===== config.mk =====
export PLATFORM = sky130hd
export DESIGN_NAME = l1d_data_ram_ctrl
export DESIGN_NICKNAME = d
export VERILOG_FILES = /design/src/rtl/l1d_data_ram_ctrl.sv
export SDC_FILE = /design/constraint.sdc
export NUM_CORES = 1
export LEC_CHECK = 0
export CAP_MARGIN = 20
export CORE_AREA = 3 3 538 540
export DETAILED_ROUTE_END_ITERATION = 8
export DIE_AREA = 0 0 541 543
export PLACE_DENSITY_LB_ADDON = 0.15
export SKIP_LAST_GASP = 1
export SLEW_MARGIN = 40
export SYNTH_ARGS = -nofsm -noshare
export SYNTH_HDL_FRONTEND = slang
export SYNTH_SLANG_ARGS = --single-unit

===== constraint.sdc =====
create_clock -name clk -period 15 [get_ports clk]
set_input_delay 1.5 -clock clk [delete_from_list [all_inputs] [get_ports clk]]
set_output_delay 1.5 -clock clk [all_outputs]
set_load 0.02 [all_outputs]

===== src/rtl/l1d_data_ram_ctrl.sv =====
// l1d_data_ram_ctrl
//   Front end of the L1D data SRAM. Accepts pipe requests, strobes the SRAM
//   combinationally in the accept cycle, and returns read data through a
//   2-entry in-order return FIFO. Each FIFO entry is routed either to the evict
//   port or to the upstream response port, according to its downstream tag.
//
// Ports
//   clk, rst            : clock; asynchronous active-high reset
//   pipe_*              : request from the data-pipe arbiter (valid/ready)
//   ram_*               : SRAM strobe/address/write data; ram_rdata arrives
//                         one cycle after a read strobe
//   evict_rd_*          : evict read data (valid/ready)
//   rd_resp_*           : upstream read response (valid/ready)
module l1d_data_ram_ctrl #(
    parameter int ADDR_W = 8,
    parameter int DATA_W = 256,
    parameter int BE_W   = 32,
    parameter int ID_W   = 4
) (
    input  logic              clk,
    input  logic              rst,
    input  logic              pipe_vld,
    output logic              pipe_rdy,
    input  logic [ADDR_W-1:0] pipe_addr,
    input  logic              pipe_rw_type,
    input  logic [DATA_W-1:0] pipe_wdata,
    input  logic [BE_W-1:0]   pipe_be,
    input  logic              pipe_downstream,
    input  logic [ID_W-1:0]   pipe_id,
    output logic              ram_en,
    output logic              ram_we,
    output logic [ADDR_W-1:0] ram_addr,
    output logic [DATA_W-1:0] ram_wdata,
    output logic [BE_W-1:0]   ram_wbe,
    input  logic [DATA_W-1:0] ram_rdata,
    output logic              evict_rd_vld,
    input  logic              evict_rd_rdy,
    output logic [DATA_W-1:0] evict_rd_data,
    output logic [ID_W-1:0]   evict_rd_id,
    output logic              rd_resp_vld,
    input  logic              rd_resp_rdy,
    output logic [DATA_W-1:0] rd_resp_data,
    output logic [ID_W-1:0]   rd_resp_id
);

    // Read in flight: tag of the read strobed last cycle.
    logic              infl_q, infl_d;
    logic              infl_ds_q, infl_ds_d;
    logic [ID_W-1:0]   infl_id_q, infl_id_d;

    // Return FIFO storage and pointers.
    logic [DATA_W-1:0] fdata_q [2];
    logic [DATA_W-1:0] fdata_d [2];
    logic              fds_q   [2];
    logic              fds_d   [2];
    logic [ID_W-1:0]   fid_q   [2];
    logic [ID_W-1:0]   fid_d   [2];
    logic              wr_ptr_q, wr_ptr_d;
    logic              rd_ptr_q, rd_ptr_d;
    logic [1:0]        fcnt_q, fcnt_d;

    logic              head_vld;
    logic              head_ds;
    logic              pop;
    logic              push;
    logic [1:0]        cnt;
    logic              rd_room;
    logic              acc;
    logic              acc_rd;

    always_comb begin
        head_vld = (fcnt_q != 2'd0);
        head_ds  = fds_q[rd_ptr_q];

        // The head goes to exactly one port; a stalled head blocks both.
        evict_rd_vld  = head_vld && head_ds;
        rd_resp_vld   = head_vld && !head_ds;
        evict_rd_data = fdata_q[rd_ptr_q];
        evict_rd_id   = fid_q[rd_ptr_q];
        rd_resp_data  = fdata_q[rd_ptr_q];
        rd_resp_id    = fid_q[rd_ptr_q];
        pop = (evict_rd_vld && evict_rd_rdy) || (rd_resp_vld && rd_resp_rdy);

        // Credits cover buffered entries plus the read in flight. A pop this
        // cycle frees a slot in time for a read accepted now, because its data
        // only enters the FIFO two edges later. No underflow: pop implies
        // fcnt_q >= 1.
        cnt     = fcnt_q + {1'b0, infl_q};
        rd_room = ((cnt - {1'b0, pop}) < 2'd2);

        pipe_rdy = !pipe_rw_type || rd_room;
        acc      = pipe_vld && pipe_rdy;
        acc_rd   = acc && pipe_rw_type;

        ram_en    = acc;
        ram_we    = acc && !pipe_rw_type;
        ram_addr  = pipe_addr;
        ram_wdata = pipe_wdata;
        ram_wbe   = pipe_be;

        infl_d    = acc_rd;
        infl_ds_d = acc_rd ? pipe_downstream : infl_ds_q;
        infl_id_d = acc_rd ? pipe_id : infl_id_q;

        // SRAM data is valid the cycle after the strobe; capture it then.
        push    = infl_q;
        fdata_d = fdata_q;
        fds_d   = fds_q;
        fid_d   = fid_q;
        if (push) begin
            fdata_d[wr_ptr_q] = ram_rdata;
            fds_d[wr_ptr_q]   = infl_ds_q;
            fid_d[wr_ptr_q]   = infl_id_q;
        end
        wr_ptr_d = wr_ptr_q ^ push;
        rd_ptr_d = rd_ptr_q ^ pop;
        fcnt_d   = fcnt_q + {1'b0, push} - {1'b0, pop};
    end

    always_ff @(posedge clk or posedge rst) begin
        if (rst) begin
            infl_q    <= 1'b0;
            infl_ds_q <= 1'b0;
            infl_id_q <= '0;
            wr_ptr_q  <= 1'b0;
            rd_ptr_q  <= 1'b0;
            fcnt_q    <= 2'd0;
            for (int unsigned i = 0; i < 2; i++) begin
                fdata_q[i] <= '0;
                fds_q[i]   <= 1'b0;
                fid_q[i]   <= '0;
            end
        end else begin
            infl_q    <= infl_d;
            infl_ds_q <= infl_ds_d;
            infl_id_q <= infl_id_d;
            wr_ptr_q  <= wr_ptr_d;
            rd_ptr_q  <= rd_ptr_d;
            fcnt_q    <= fcnt_d;
            for (int unsigned i = 0; i < 2; i++) begin
                fdata_q[i] <= fdata_d[i];
                fds_q[i]   <= fds_d[i];
                fid_q[i]   <= fid_d[i];
            end
        end
    end

endmodule


==> Word level (Yosys, flattened, before mapping) <==
Cells that the tools add are included.
Widths: inputs -> output; s select.
{ "totals": {"reg_bits": 532, "latch_bits": 0, "ram_bits": 0, "romBits": 0, "inputBits": 563, "out_inout_bits": 821, "n_memories": 0} }
{ "classes": {"addsub": 2, "multipliers": 0, "div_mod_pow": 0, "magnitude_cmp": 4, "n_eq_ne": 0, "shift": 0, "muxes": 18, "bitwise_logic": 4, "reduce_logical": 13} }
{ "op_table": {"columns": ["op", "n"], "rows": [
  ["$mux 256", 4],
  ["$bwmux 512", 1],
  ["$demux 256 s1", 1],
  ["$mux 4", 4],
  ["$bwmux 8", 1],
  ["$logic_and 1x1->1", 8],
  ["$demux 4 s1", 1],
  ["$ge 2x2->1 const B", 2],
  ["$mux 1", 4],
  ["$not 1->2", 2],
  ["$add 2x1->2", 1],
  ["$bwmux 2", 1],
  ["$logic_not 1->1", 2],
  ["$logic_or 1x1->1", 2],
  ["$lt 2x1->1 const B", 1],
  ["$lt 2x2->1 const B", 1],
  ["$reduce_bool 2->1", 1],
  ["$sub 2x1->2", 1],
  ["$xor 1x1->1", 2],
  ["$demux 1 s1", 1]
]} }

==> Depth between registers and ports, before layout <==
{ "depth": {"word_depth": 13, "depth_mapped": 11, "depth_no_buf": 9} }

==> Worst setup path before layout <==
OpenSTA, ideal clock, no wires.
{ "synth_timing": {"kind": "input to output", "startpoint": "input port rd_resp_rdy", "endpoint": "output port ram_en", "arrival_ns": 2.902, "setup_slack_ns": 10.598, "path_stages": 8, "cell_sequence": "mux2i_1 -> nor2_1 -> ha_1 -> inv_1 -> ha_1 -> xor3_2 -> nand2_1 -> and2_1"} }
{ "synth_via": {"elab_chain_cells": 6} }
{ "synth_lines": {"columns": ["element", "line", "source"], "rows": [
  ["from (decl)", "41", "input logic rd_resp_rdy,"],
  ["$logic_and 1x1->1", "82", "pop = (evict_rd_vld && evict_rd_rdy) || (rd_resp_vld && rd_resp_rdy);"],
  ["$logic_or 1x1->1", "82", null],
  ["$sub 2x1->2", null, null],
  ["net fcnt_d[1]", "60", "logic [1:0] fcnt_q, fcnt_d;"],
  ["$lt 2x2->1", "89", "rd_room = ((cnt - {1'b0, pop}) < 2'd2);"],
  ["$logic_or 1x1->1", "91", "pipe_rdy = !pipe_rw_type || rd_room;"],
  ["net pipe_rdy", "23", "output logic pipe_rdy,"],
  ["$logic_and 1x1->1", "92", "acc = pipe_vld && pipe_rdy;"],
  ["to (decl)", "30", "output logic ram_en,"]
]} }
The timed path passes the listed nets, and every way through them passes these cells.

==> Final worst setup path <==
{ "layout_timing": {"startpoint": "register rd_ptr_q", "endpoint": "output port rd_resp_data[182]"} }
{ "layout_via": {"elab_chain_cells": 4} }
{ "layout_lines": {"columns": ["element", "line", "source"], "rows": [
  ["from (decl)", "59", "logic rd_ptr_q, rd_ptr_d;"],
  ["from (signal assigned)", "138", "rd_ptr_q <= rd_ptr_d;"],
  ["$not 1->2 (not written as such)", "80", "rd_resp_data = fdata_q[rd_ptr_q];"],
  ["$mux 256 (not written as such) (3 in series)", "80", null],
  ["to (decl)", "42", "output logic [DATA_W-1:0] rd_resp_data,"]
]} }
No other way between the ends. The select of a mux whose other input is x is not followed.

==> out/metrics.csv <==
metric,value,unit
drt_wl_total,134900,um
fin_nets,2808,
arrival,4890,ps
grt_max_degree,113,
synthTopCellsByArea,"dfrtp_1, mux2_2, buf_4, buf_2, ha_1",
rsz0062_at_grt,false,
post_cts_buffers,0,
critPathLaunchType,register,
status,completed,
cts_tree,done,
hold_slack,497.2,ps
final_antenna_net_count,0,
slew_violations,0,
ys_seq_elements,532,
syn_inst,1987,
track_usage,0.08926,
setup_violations,0,
drt-pass1-iter-count,4,
rows,196,
synth_flop_cell,dfrtp_1,
cts_hold_buf,0,
crit_fanout,66,
synth_top_cell_by_area,dfrtp_1,
cts_max_level,3,
cts_sinks,532,
finalHoldViolations,0,
coreArea,0.2850,mm2
cap_violations,0,
cts_buffers,80,
pwr-share-clk,0.166,
final_area,0.03785,mm2
path_clk_slew,50,ps
grt_pass1_wl,176300,um
synthDistinctLibCells,16,
synth.top_cell.area_share,0.4933,
worstPathRequired,13500,ps
tns,0,ps
critical_path.endpoint_type,output port,
wire_per_inst,22.25,um
power_leakage,0.01401,uW
yosysWarnings,0,
synth_most_common_cell,mux2_2,
synth_seq_area_share,0.4933,
synth-edff-count,0,
hold_path.class,reg -> reg,
die_w,541,um
drc,0,
cts_resized,0,
io_pins,1384,
grt_pass1_vias,17660,
synth_fp_nets,2554,
p_sw_frac,0.4362,
netlist_top_cells_count,"mux2_2, buf_4, dfrtp_1",
layout.cells.non_filler,6061,
port_buffers,791,
internal-power,6256,uW
powerDensity,293.2,mW/mm2
avgSynthCellArea,13.58,um2
gp_congestion,0.6942,
max_slew_margin,0.4416,
place_area,0.03531,mm2
drive_gt1_frac,0.4047,
syn_area,0.02699,mm2
clock_latency,680,ps
fin_crit,6394,ps
vias,15920,
die_h,543,um
vdd_drop_max,0.1576,mV
synthArstFlopShare,1.000,
seq_power_share,0.230,
worstMarginPinSlew,834.9,ps
p_comb_frac,0.604,
antenna_found_initial,22,
dieArea,0.2938,mm2
dpl.cell_count,5920,
power_switching,4841,uW
dp_hpwl,105500,um
fmax,156.4,MHz
overflow,0,
viasPerCell,2.627,
initial_core_util,0.09470,
clockRootBuffer,clkbuf_16,
critPathKind,reg -> out,
cts_buffer_depth,3,
areaGrowthSynthToFinish,40.27,%
drtIter0Drc,335,
fin_crit_sh,0.4262,
skew,30.75,ps
## power by group through the flow
| stage | combinational (uW) | sequential [uW] | clock [uW] |
|---|---|---|---|
| 2_1_floorplan | 4110 | 2430 | 0 |
| 5_1_grt | 7170 | 2650 | 2020 |
| 4_1_cts | 7010 | 2560 | 1970 |
| 3_5_place_dp | 6970 | 2570 | 0 |
| 6_report | 6700 | 2550 | 1840 |
| 3_3_place_gp | 6990 | 2590 | 0 |
## area by class of cell
type,count,area [um2]
multi-input combinational,807,9072
inverter,5,22.52
fill,31860,247100
clock buffer,117,2281
timing repair buffer,815,8219
antenna,6,15.01
sequential,532,13320
clock inverter,17,220.2
tap,3762,4707
## worst paths after layout
| check | start | to | slack (ps) | cells after the start |
|---|---|---|---|---|
| worst min register to register | fid_q[1] | fid_q[1] | 500 | 1 |
| worst max register to register | infl_q | fdata_q[412] | 11520 | 5 |
| max in group asynchronous | rst | fdata_q[378] | 11450 | 6 |
| worst max-delay path | rd_ptr_q | rd_resp_data[182] | 8610 | 5 |
| worst min-delay path | fid_q[1] | fid_q[1] | 500 | 1 |
| min in group asynchronous | rst | fdata_q[505] | 1200 | 2 |
## state kept, by name, summed over array words and instances, names as in the netlist
name and count:
infl_q 1, rd_ptr_q 1, fdata_q 512, infl_id_q 4, infl_ds_q 1, fds_q 2, wr_ptr_q 1, fcnt_q 2
fid_q 8
## metrics by stage
step                worst slack (ps)    util  power, uW
floorplan                       6268       -       6535
global placement                9122  0.1237       9584
detailed placement              9110  0.1239       9544
CTS                             8275  0.1327      11540
global route                    8267  0.1328      11840
finish                          8606  0.1328      11100
## cell usage in the layout, fill, tap and decap left out, types with 3 or more instances in the layout
master           Yosys  routed
buf_12               0       5
buf_4              556      12
buf_6                0       5
clkbuf_1             1      23
clkbuf_16            0      80
clkbuf_8             0      14
clkdlybuf4s50_1      0     791
clkinv_2             0       6
clkinv_8             0       3
clkinvlp_4           0       4
dfrtp_1            532     531
diode_2              0       6
inv_1                5       4
mux2_2             787     787
mux2i_1              4       4
nor2_1               3       3
## logic make-up after synthesis
kind of cell / share of synthesized area
AND/OR/NAND/NOR: 0.002133
buffers and inverters: 0.1714
XOR/XNOR: 0.0009271
AO/OA/AOI/OAI: 0.0004636
flip-flops: 0.4933
multiplexers: 0.3299
adder cells (fa/ha/maj): 0.001855
## worst max-delay path: stages, from the launching register on
cell and delay, ps:
dfrtp_4 940, buf_4 650, buf_4 620, buf_12 460, mux2_2 270, clkdlybuf4s50_1 1010
## metal layers
layer  wire length [um]  GRT usage  vias up  share of wire
li1                   -          -     6778              -
met1              52390    0.09955     7992           0.39
met2              57810     0.1337      939           0.43
met3              20210    0.06224      185           0.15
met4               4205    0.02903       30          0.031
met5                276   0.002301        -         0.0020
Power figures use the tool's default switching activity.
